**config.mk**
```make
export PLATFORM = sky130hd
export DESIGN_NAME = board_game_ctrl
export DESIGN_NICKNAME = d
export VERILOG_FILES = /design/src/rtl/board_game_pkg.sv /design/src/rtl/board_line_check.sv /design/src/rtl/board_game_ctrl.sv
export SDC_FILE = /design/constraint.sdc
export NUM_CORES = 1
export LEC_CHECK = 0
export BUFFER_PORTS_ARGS = -buffer_cell sky130_fd_sc_hd__buf_2
export CORE_ASPECT_RATIO = 1.1
export CORE_MARGIN = 2
export CORE_UTILIZATION = 40
export DETAILED_ROUTE_END_ITERATION = 8
export GPL_ROUTABILITY_DRIVEN = 0
export PLACE_DENSITY = 0.62
export SYNTH_ARGS = -nofsm -noshare
export SYNTH_HDL_FRONTEND = slang
export SYNTH_SLANG_ARGS = --single-unit
```
**constraint.sdc**
```tcl
create_clock -name clock -period 2.4 [get_ports clock]
set_clock_uncertainty 0.1 [all_clocks]
set_input_delay 0.36 -clock clock [delete_from_list [all_inputs] [get_ports clock]]
set_output_delay 0.36 -clock clock [all_outputs]
set_load 0.02 [all_outputs]
```
**src/rtl/board_game_pkg.sv**
```systemverilog
// Shared types for the N x N line-completion game controller: cell codes,
// winner codes and the controller FSM state encoding.
package board_game_pkg;

    typedef enum logic [1:0] {
        EMPTY = 2'b00,
        P1    = 2'b01,
        P2    = 2'b10
    } cell_t;

    localparam logic [1:0] W_NONE = 2'b00;
    localparam logic [1:0] W_P1   = 2'b01;
    localparam logic [1:0] W_P2   = 2'b10;
    localparam logic [1:0] W_DRAW = 2'b11;

    typedef enum logic [1:0] {
        IDLE  = 2'b00,
        PLAY  = 2'b01,
        CHECK = 2'b10,
        OVER  = 2'b11
    } state_t;

endpackage

```
**src/rtl/board_line_check.sv**
```systemverilog
// Combinational line test: is line line_idx (rows, then columns, then main
// diagonal, then anti-diagonal) fully owned by the given player code?
module board_line_check
    import board_game_pkg::*;
#(
    parameter int BOARD_N = 3,
    parameter int LINES   = 2 * BOARD_N + 2,
    parameter int LINE_W  = $clog2(2 * BOARD_N + 2)
) (
    input  logic [2*BOARD_N*BOARD_N-1:0] board,
    input  logic [LINE_W-1:0]            line_idx,
    input  logic [1:0]                   player,
    output logic                         line_won
);

    logic [LINES-1:0] won_vec;

    function automatic int cell_of(input int line, input int k);
        if (line < BOARD_N)          return line * BOARD_N + k;
        else if (line < 2 * BOARD_N) return k * BOARD_N + (line - BOARD_N);
        else if (line == 2 * BOARD_N) return k * (BOARD_N + 1);
        else                         return k * BOARD_N + (BOARD_N - 1 - k);
    endfunction

    // Every line is evaluated in parallel from constant cell indices; the scan
    // index only selects which result is reported this cycle.
    always_comb begin
        won_vec = '1;
        for (int l = 0; l < LINES; l++) begin
            for (int k = 0; k < BOARD_N; k++) begin
                if (board[2*cell_of(l, k) +: 2] != player) won_vec[l] = 1'b0;
            end
        end
    end

    assign line_won = (player != EMPTY) && won_vec[line_idx];

endmodule

```
**src/rtl/board_game_ctrl.sv**
```systemverilog
// N x N line-completion game controller: board, cursor, turn ownership,
// sequential one-line-per-cycle win/draw scan and optional turn timeout.
module board_game_ctrl
    import board_game_pkg::*;
#(
    parameter int BOARD_N      = 3,
    parameter int TURN_TIMEOUT = 0,
    parameter int CUR_W        = $clog2(BOARD_N * BOARD_N)
) (
    input  logic             clock,
    input  logic             reset,
    input  logic             start_pulse,
    input  logic             move_pulse,
    input  logic             assign_pulse,
    input  logic [CUR_W-1:0] rd_idx,
    output logic [1:0]       rd_owner,
    output logic [CUR_W-1:0] cursor_idx,
    output logic             player_turn,
    output logic             busy,
    output logic             reject,
    output logic             timeout,
    output logic [1:0]       winner,
    output logic             game_over
);

    localparam int CELLS  = BOARD_N * BOARD_N;
    localparam int LINES  = 2 * BOARD_N + 2;
    localparam int LINE_W = $clog2(LINES);
    localparam int OCC_W  = $clog2(CELLS + 1);
    localparam int TMR_W  = (TURN_TIMEOUT > 2) ? $clog2(TURN_TIMEOUT) : 1;
    localparam logic [TMR_W-1:0] TMR_LAST = TMR_W'((TURN_TIMEOUT > 0) ? TURN_TIMEOUT - 1 : 0);

    state_t              state;
    logic [2*CELLS-1:0]  board;
    logic [LINE_W-1:0]   scan_idx;
    logic [OCC_W-1:0]    occ_cnt;
    logic [TMR_W-1:0]    timer;
    logic [1:0]          mover;
    logic [1:0]          cur_cell;
    logic                assign_ok;
    logic                new_game;
    logic                line_won;

    // Inputs are single-cycle pulses with no back-pressure: a pulse is acted on
    // in the cycle it is high or lost; everything arriving while busy is dropped.
    assign mover     = player_turn ? W_P2 : W_P1;
    assign cur_cell  = board[{cursor_idx, 1'b0} +: 2];
    assign assign_ok = assign_pulse && (cur_cell == EMPTY);
    assign new_game  = start_pulse && (state != CHECK);
    assign rd_owner  = ({1'b0, rd_idx} < (CUR_W + 1)'(CELLS)) ? board[{rd_idx, 1'b0} +: 2] : 2'b00;

    board_line_check #(
        .BOARD_N (BOARD_N),
        .LINES   (LINES),
        .LINE_W  (LINE_W)
    ) u_line_check (
        .board    (board),
        .line_idx (scan_idx),
        .player   (mover),
        .line_won (line_won)
    );

    always_ff @(posedge clock) begin
        if (!reset) begin
            state       <= IDLE;
            board       <= '0;
            cursor_idx  <= '0;
            player_turn <= 1'b0;
            scan_idx    <= '0;
            occ_cnt     <= '0;
            timer       <= '0;
            winner      <= W_NONE;
            game_over   <= 1'b0;
            busy        <= 1'b0;
            reject      <= 1'b0;
            timeout     <= 1'b0;
        end else begin
            reject  <= 1'b0;
            timeout <= 1'b0;
            if (new_game) begin
                state       <= PLAY;
                board       <= '0;
                cursor_idx  <= '0;
                player_turn <= 1'b0;
                occ_cnt     <= '0;
                timer       <= '0;
                winner      <= W_NONE;
                game_over   <= 1'b0;
                busy        <= 1'b0;
            end else begin
                case (state)
                    PLAY: begin
                        if (move_pulse)
                            cursor_idx <= (cursor_idx == CUR_W'(CELLS - 1)) ? '0 : cursor_idx + 1'b1;
                        if (assign_ok) begin
                            board[{cursor_idx, 1'b0} +: 2] <= mover;
                            occ_cnt  <= occ_cnt + 1'b1;
                            timer    <= '0;
                            scan_idx <= '0;
                            state    <= CHECK;
                            busy     <= 1'b1;
                        end else begin
                            if (assign_pulse) reject <= 1'b1;
                            // A rejected assign does not stop the clock on the turn.
                            if (TURN_TIMEOUT > 0 && timer == TMR_LAST) begin
                                player_turn <= ~player_turn;
                                timeout     <= 1'b1;
                                timer       <= '0;
                            end else if (TURN_TIMEOUT > 0) begin
                                timer <= timer + 1'b1;
                            end
                        end
                    end
                    CHECK: begin
                        if (line_won) begin
                            state     <= OVER;
                            winner    <= mover;
                            game_over <= 1'b1;
                            busy      <= 1'b0;
                        end else if (scan_idx == LINE_W'(LINES - 1)) begin
                            busy <= 1'b0;
                            if (occ_cnt == OCC_W'(CELLS)) begin
                                state     <= OVER;
                                winner    <= W_DRAW;
                                game_over <= 1'b1;
                            end else begin
                                state       <= PLAY;
                                player_turn <= ~player_turn;
                                timer       <= '0;
                            end
                        end else begin
                            scan_idx <= scan_idx + 1'b1;
                        end
                    end
                    default: ;
                endcase
            end
        end
    end

endmodule

```
Word level (Yosys, flattened, before mapping). Cells that the tools add are included.

Register bits: 37. Input bits: 9. Output and inout port bits: 13. Word-level logic and storage cells: 114.

Add/sub/neg operators: 4. Magnitude comparators: 2. Eq/ne operators: 21. Shift-type cells: 4. Mux-type cells: 48. Bitwise gates (word level): 6. Reductions and logical operators: 18.

Operators by type and width (number): $shiftx 18x6->2 (2); $mux 1 (30); $bwmux 18 (1); $mux 2 (9); $ne 2x2->1 (9); $shift 2x7->18 const A (1); $shiftx 2x7->18 (1); $mux 3 (3); $reduce_and 3->1 (3); $add 4x1->4 const B (2); $eq 4x4->1 const B (2); $ne 2x2->1 const B (4); $reduce_bool 2->1 (4); $neg 5->7 (1); $ne 3x3->1 const B (2); $not 1->1 (6); $pmux 3 s2 (1); $reduce_and 5->1 (1); $lt 3x4->1 const B (1); $lt 4x4->1 const B (1); $mux 4 (1); $ne 4x4->1 const B (1); $pmux 2 s2 (1); $reduce_and 2->1 (2); other kinds (12) (14).

Logic depth before layout (Yosys ltp). Gate-level depths: netlist (run 1).

Word-level depth: 11. Gate-level depth with buffers: 9. Gate-level depth less buffers: 8.

By module. A second synthesis (run 1) with hierarchy kept.

Cell total of the unflattened synthesis: 292. Area, all modules: 2494.9 µm².

Modules (own cells, without submodules): board_game_ctrl (times used 1, cells each 236, area an instance 2105.8 µm², seq. area each 740.7 µm²); board_line_check (times used 1, cells each 56, area an instance 389.1 µm², seq. area each 0.0 µm²).

Worst setup path before layout (run 1). No wires, ideal clock.

Path kind: reg-to-reg. Start: register cursor_idx[1]. End: register state[1]. Library setup time: 0.119 ns. Arrival time: 2.023 ns. Data required time: 2.181 ns. Setup slack: 0.158 ns. Stages on the path, launching flop included: 7. Path buffers: 1. Clock period less this slack: 2.242 ns. Cells stage by stage: dfxtp_1 -> buf_2 -> inv_1 -> a311oi_1 -> o2bb2ai_4 -> nor2_1 -> o221a_2.

Cells in the longest elaborated chain, start to end: 5.

Ends and longest elaborated chain: start, declared (line board_game_ctrl.sv:17) `output logic [CUR_W-1:0] cursor_idx,`; start signal, assigned (line board_game_ctrl.sv:94) `cursor_idx <= (cursor_idx == CUR_W'(CELLS - 1)) ? '0 : cursor_idx + 1'b1;`; $shiftx 18x6->2 (line board_game_ctrl.sv:47) `assign cur_cell = board[{cursor_idx, 1'b0} +: 2];`; $logic_not 2->1 (line board_game_ctrl.sv:48) `assign assign_ok = assign_pulse && (cur_cell == EMPTY);`; $logic_and 1x1->1 (line board_game_ctrl.sv:48); $ne 2x2->1 (no source line); $reduce_and 3->1 (no source line); end signal, assigned (line board_game_ctrl.sv:65) `state <= IDLE;`; end signal, assigned (line board_game_ctrl.sv:81) `state <= PLAY;`; end signal, assigned (line board_game_ctrl.sv:100) `state <= CHECK;`; end, declared (line board_game_ctrl.sv:33) `state_t state;`.

No other way between the ends. A chain may end at the register's enable or synchronous reset.

Final worst setup path (run 1).
Start: register cursor_idx[0]. End: register scan_idx[0].

Cells in the longest elaborated chain, start to end: 5.

Ends and longest elaborated chain: $shiftx 18x6->2 (line board_game_ctrl.sv:47); $logic_not 2->1 (line board_game_ctrl.sv:48); $logic_and 1x1->1 (line board_game_ctrl.sv:48); $ne 2x2->1 (no source line); $reduce_and 5->1 (no source line); end signal, assigned (line board_game_ctrl.sv:132) `scan_idx <= scan_idx + 1'b1;`; end, declared (line board_game_ctrl.sv:35) `logic [LINE_W-1:0] scan_idx;`.

No other way between the ends.

==> results.sh, run 1 <==
export IMPL_max_slew_margin_pct=59.0
export IMPL_num_io_pins=22
export IMPL_nNetsFinal=342
export IMPL_power_internal_w=0.000926
export IMPL_synth_cells=287
export IMPL_die_h_microns=87.2
export IMPL_area_delta_synth_final_pct=16.8
export IMPL_rows=30
export IMPL_synth_ff_latch_count=37
export IMPL_worstHoldPathType="in2reg"
export IMPL_ys_warn_count=0
export IMPL_die_area_sq_mm=0.00695
export IMPL_drt_first_pass_iters=4
export IMPL_drt_wirelength_per_cell_microns=16.0
export IMPL_slew_viol_final=0
export IMPL_grt_pass1_vias=2137
export IMPL_dp_slack_ns=-0.00355
export IMPL_h_tree_depth=2
export IMPL_period_minus_slack_ns=2.29
export IMPL_vias_per_cell=5.71
export IMPL_cp_arrival_ns=2.42
export IMPL_synth_distinct_cells=64
export IMPL_synth_area_leaders="dfxtp_1 29%, mux2i_1 7.6%, nor2_1 5.8%"
export IMPL_critPathKind="reg2reg"
export IMPL_synth_ff_type="dfxtp_1"
export IMPL_grt_use_total_pct=19.8
export IMPL_synthAdderAreaFrac_pct=4.47
export IMPL_crit_path_start="cursor_idx[0]"
export IMPL_ir_drop_mv=0.250
export IMPL_ctsRootBufferMaster="clkbuf_8"
export IMPL_critPathLaunchType="flip-flop"
export IMPL_synth_mux_area_share_pct=11.3
export IMPL_fmax_mhz=436
export IMPL_hold_buffers=0
export IMPL_fin_ws_ns=0.109
export IMPL_grt_overflow_total=0
export IMPL_sw_frac_of_total_pct=24.3
export IMPL_core_area_sq_mm=0.00612
export IMPL_dp_final_hpwl_microns=5120
export IMPL_synth_area_sq_mm=0.00252
export IMPL_p_clk_share_pct=39.4
export IMPL_clk_pin_slew_ns=0.08
export IMPL_switching_power_w=0.000297
export IMPL_status="complete, no violations"
export IMPL_synth_top_family_by_area="simple AND/OR/NAND/NOR gates"
export IMPL_cts_buffers=5
export IMPL_clk_path_buf_depth=2
export IMPL_synthTopCellsByCount="39 x nor2_1, 37 x dfxtp_1, 19 x mux2i_1"
export IMPL_synth_top_area_share_pct=29.4
export IMPL_grt_start_max_net_pins=20
export IMPL_hold_violations=0
export IMPL_synth_fp_nets=305
export IMPL_power_leakage_nw=1.12
export IMPL_power_density_mw_per_mm2=416
export IMPL_worstPathRequired_ns=2.53
export IMPL_cap_viol_max_count=0
export IMPL_reg2reg_setup_slack_ns=0.11
export IMPL_r2r_end="scan_idx[0]"
export IMPL_cts_tree="built"
export IMPL_synth_edf_count=0
export IMPL_cts_sinks=37
export IMPL_critPathMaxFanout=9
export IMPL_postSynthAreaPerCell_sq_um=8.77
export IMPL_reg2reg_depth=7
export IMPL_initial_core_util_pct=41.1
export IMPL_layout_drive_gt1_share_pct=24.9
export IMPL_synth_area_leader_cell="dfxtp_1"
export IMPL_ant_nets=0
export IMPL_route_detailed_drc=0
export IMPL_diodes=0
export IMPL_grt_pass1_wl_microns=10500
export IMPL_die_x_microns=79.6
export IMPL_hold_slack_ns=0.259
export IMPL_drt_wl_total_microns=6460
export IMPL_clk_insertion_delay_late_ns=0.29
export IMPL_fin_crit_sh_pct=95.5
export IMPL_setup_viol_count_final=0
export IMPL_cp_end_kind="flip-flop"
export IMPL_vias=2312
export IMPL_async_reset_ff_share_pct=0
export IMPL_drt_iter0_drc=184
export IMPL_pwr_share_seq_pct=51.2
export IMPL_synth_most_common_cell="nor2_1"
export IMPL_synth_compound_area_share_pct=20.2
export IMPL_synthXorXnorAreaFrac_pct=1.04
export IMPL_numPortBuffers=20
export IMPL_combPwrFrac_pct=9.3
export IMPL_yosys_area_share_simple_pct=29.3
export IMPL_rsz0062_at_grt="yes"
export IMPL_yosysSeqAreaShare_pct=29.4
export IMPL_antenna_found_initial=0
export IMPL_r2r_start="cursor_idx[0]"
export IMPL_worst_slew_pin_slew_ns=0.612
export IMPL_endpoint="scan_idx[0]"
[layout make-up]
type | count | area (sq um)
Clock buffer | 7 | 96.3
Clock inverter | 1 | 5.00
Fill cell | 582 | 3180
Inverter | 8 | 30.0
Multi-Input combinational cell | 228 | 1680
Sequential cell | 37 | 746
Tap cell | 80 | 100
Timing Repair Buffer | 44 | 280
[sequential cells by signal (all words and copies together) (netlist names)]
name / flops
winner: 2
player_turn: 1
occ_cnt: 4
state: 2
reject: 1
game_over: 1
scan_idx: 3
board: 18
cursor_idx: 4
busy: 1
[per-layer routing]
| metal | wire (microns) | up-vias | GRT usage [%] | part of all wire (%) |
|---|---|---|---|---|
| met5 | 0 | - | 0 | 0 |
| met4 | 275 | 0 | 12.2 | 4.3 |
| met3 | 327 | 18 | 3.32 | 5.1 |
| met2 | 3030 | 70 | 31.2 | 47 |
| met1 | 2830 | 1077 | 25.3 | 44 |
| li1 | - | 1147 | - | - |
[power by group through the flow]
stage                     clock network [W]  logic [W]  registers (W)
final                              0.000482   0.000114       0.000626
after global routing               0.000516   0.000127       0.000627
after CTS                          0.000488   0.000115       0.000626
after detailed placement                  0   0.000114       0.000640
after global placement                    0   0.000113       0.000640
after floorplan                           0  0.0000772       0.000640
[repair_timing]
item / 4_1_cts / 5_1_grt
endpoints found under the setup margin: 1 / 17
gates resized for setup: 1 / 5
buffers inserted: 0 / 1
pin swaps: 0 / 1
[stage by stage]
step / util, % / setup TNS (ns) / std cells / area [sq um] / power (W)
after floorplan: - / 0 / 287 / 2520 / 0.000717
after global placement: 46.0 / -0.0154 / 396 / 2820 / 0.000753
after detailed placement: 46.0 / -0.00355 / 396 / 2820 / 0.000755
after CTS: 47.7 / 0 / 404 / 2920 / 0.00123
after global routing: 48.1 / -0.0327 / 405 / 2940 / 0.00127
final: 48.1 / 0 / 405 / 2940 / 0.00122
[worst min-delay path by stage]
stage,start,to,slack (ns),depth (start not counted)
2_1_floorplan,occ_cnt[3],occ_cnt[3],0.38,2
3_3_place_gp,winner[0],winner[0],0.36,2
3_5_place_dp,winner[0],winner[0],0.37,2
4_1_cts,assign_pulse,reject,0.26,3
5_1_grt,assign_pulse,reject,0.27,3
6_report,assign_pulse,reject,0.26,3
[layout by cell type (no fill, tap or decap), drive strengths merged, types with 2 or more instances in the layout]
| master | n |
|---|---|
| o22ai | 9 |
| a221oi | 5 |
| nor4b | 7 |
| inv | 8 |
| xnor2 | 2 |
| and2 | 3 |
| nand2 | 18 |
| a211oi | 3 |
| ha | 9 |
| nor2 | 39 |
| or4 | 2 |
| and3 | 3 |
| o21ai | 7 |
| nor3 | 6 |
| or3b | 7 |
| a21oi | 11 |
| a21o | 2 |
| o311ai | 3 |
| dfxtp | 37 |
| a41oi | 2 |
| a31oi | 3 |
| nand3 | 7 |
| a22oi | 3 |
| nand4 | 5 |
| nor2b | 4 |
| nand3b | 8 |
| mux2i | 19 |
| nand2b | 15 |
| clkbuf | 7 |
| mux4 | 4 |
| buf | 44 |
[worst max-delay path: stages, from the launching register on]
cell       delay (ns)
dfxtp_2          0.37
buf_4            0.17
or4b_4           0.48
o311ai_2         0.13
o2bb2ai_4        0.16
o22a_4           0.24
or4_1            0.41
a31oi_1          0.16
[kinds of logic (layout without fill, tap and decap cells)]
logic type / after synthesis / in the layout
and+or+nand+nor: 130 / 130
AOI/OAI and AO/OA: 62 / 62
DFF: 37 / 37
muxes: 23 / 23
buffers and inverters: 22 / 60
adders and majority gates: 9 / 9
xor gates and xnor gates: 3 / 3
other: 1 / 1
Power figures use the tool's default switching activity.
==> run 2, diff against run 1 <==
Clock period 2.4 ns to 2.89 ns, I/O delays scaled along.
==> results.sh, run 2 (synthesis results as in run 1) <==
export IMPL_vias=2251
export IMPL_numPortBuffers=20
export IMPL_setup_viol_count_final=0
export IMPL_fin_crit_sh_pct=90.5
export IMPL_vias_per_cell=5.82
export IMPL_drt_iter0_drc=146
export IMPL_rsz0062_at_grt="no"
export IMPL_sw_frac_of_total_pct=24.9
export IMPL_num_fill_cells=613
export IMPL_largest_reg_flops=18
export IMPL_rows=30
export IMPL_cts_tree="built"
export IMPL_clk_pin_slew_ns=0.07
export IMPL_reg_top3="board (18), cursor_idx (4), occ_cnt (4)"
export IMPL_place_area_sq_mm=0.00270
export IMPL_initial_core_util_pct=41.1
export IMPL_num_io_pins=22
export IMPL_grt_start_max_net_pins=27
export IMPL_dp_cells=380
export IMPL_core_area_sq_mm=0.00612
export IMPL_critPathMaxFanout=18
export IMPL_fmax_mhz=382
export IMPL_nNetsFinal=325
export IMPL_pwr_share_seq_pct=53.1
export IMPL_critPathLaunchType="flip-flop"
export IMPL_dp_final_hpwl_microns=4770
export IMPL_worstPathRequired_ns=2.94
export IMPL_final_cell_mix="39 x nor2_1, 37 x dfxtp_1, 20 x buf_2, 19 x mux2i_1, 18 x nand2_1"
export IMPL_cts_sinks=37
export IMPL_hold_violations=0
export IMPL_max_slew_margin_pct=41.1
export IMPL_drt_wirelength_per_cell_microns=16.7
export IMPL_status="complete, no violations"
export IMPL_worstPathCellList="inv_1, ha_1, nor2_1, nand2_1, o22ai_1, nand4_1, mux2i_1, nor2_1"
export IMPL_die_area_sq_mm=0.00695
export IMPL_die_h_microns=87.2
export IMPL_cap_viol_max_count=0
export IMPL_post_cts_buffers=0
export IMPL_power_density_mw_per_mm2=353
export IMPL_cpLargestDelayFamily="flip-flops"
export IMPL_clk_insertion_delay_late_ns=0.29
export IMPL_setup_tns_ns=0
export IMPL_worst_slew_pin_slew_ns=0.882
export IMPL_grt_pass1_vias=2099
export IMPL_drt_first_pass_iters=4
export IMPL_switching_power_w=0.000245
export IMPL_h_tree_depth=2
export IMPL_route_detailed_drc=0
export IMPL_period_minus_slack_ns=2.62
export IMPL_clk_path_buf_depth=2
export IMPL_totalPowerFinal_w=0.000983
export IMPL_cp_end_kind="flip-flop"
export IMPL_diodes=0
export IMPL_p_clk_share_pct=37.8
export IMPL_hold_buffers=0
export IMPL_ant_nets=0
export IMPL_top_register="board"
export IMPL_design_area_sq_mm=0.00278
export IMPL_ir_drop_mv=0.206
export IMPL_power_leakage_nw=1.01
export IMPL_antenna_found_initial=0
export IMPL_area_delta_synth_final_pct=10.5
export IMPL_fin_cells=387
export IMPL_grt_use_total_pct=19.8
export IMPL_worstHoldPathType="in2reg"
export IMPL_combPwrFrac_pct=9.2
export IMPL_power_internal_w=0.000739
export IMPL_max_stage_delay_ns=0.74
export IMPL_drt_wl_total_microns=6450
export IMPL_grt_pass1_wl_microns=10600
export IMPL_path_buf_inv=1
export IMPL_ctsRootBufferMaster="clkbuf_8"
export IMPL_critPathSlowestCell="dfxtp_1"
export IMPL_cts_resized_gates=0
export IMPL_critPathKind="reg2reg"
export IMPL_grt_overflow_total=0
export IMPL_layout_commonest_cell="nor2_1"
export IMPL_slew_viol_final=0
export IMPL_cts_buffers=5
export IMPL_path_common_cell="nor2_1"
export IMPL_layout_drive_gt1_share_pct=18.2
export IMPL_die_x_microns=79.6
export IMPL_cp_arrival_ns=2.66
-- run 2: area by class of cell --
| type | instances | area [sq um] | area share, % |
|---|---|---|---|
| tap | 80 | 100 | 3.60 |
| sequential | 37 | 741 | 26.6 |
| multi-input combinational | 228 | 1670 | 60.1 |
| clock buffer | 7 | 86.3 | 3.10 |
| inverter | 8 | 30.0 | 1.08 |
| timing repair buffer | 27 | 153 | 5.49 |
-- run 2: worst paths after layout --
check	start	slack [ns]	cells after the start	end
worst min-delay path	assign_pulse	0.33	3	reject
worst max-delay path	cursor_idx[1]	0.27	8	board[5]
worst min register to register	winner[1]	0.37	2	winner[1]
worst max register to register	cursor_idx[1]	0.27	8	board[5]
-- run 2: power groups by stage --
stage               Sequential (W)  Combinational (W)  Clock, W
global placement          0.000534          0.0000892         0
finish                    0.000522          0.0000901  0.000371
CTS                       0.000522          0.0000900  0.000373
floorplan                 0.000531          0.0000641         0
global route              0.000523          0.0000985  0.000403
detailed placement        0.000534          0.0000897         0
-- run 2: worst min-delay path, cell delays in order --
cell	delay [ns]
buf_2	0.11
nand2_1	0.07
a211oi_1	0.05
-- run 2: layer usage --
metal  vias up  share of wire (%)  track usage, %
met5         -                  0               0
met4         0                1.9            7.37
met3        10                4.8            3.32
met2        50                 48            32.5
met1      1081                 45            26.2
li1       1110                  -               -
-- run 2: through the flow --
step	setup slack [ns]	hold slack (ns)	util (%)
after global routing	0.0810	0.336	45.5
after CTS	0.315	0.333	45.5
after detailed placement	0.359	0.367	44.1
after global placement	0.356	0.364	44.1
after floorplan	0.648	0.385	-
final	0.274	0.331	45.5
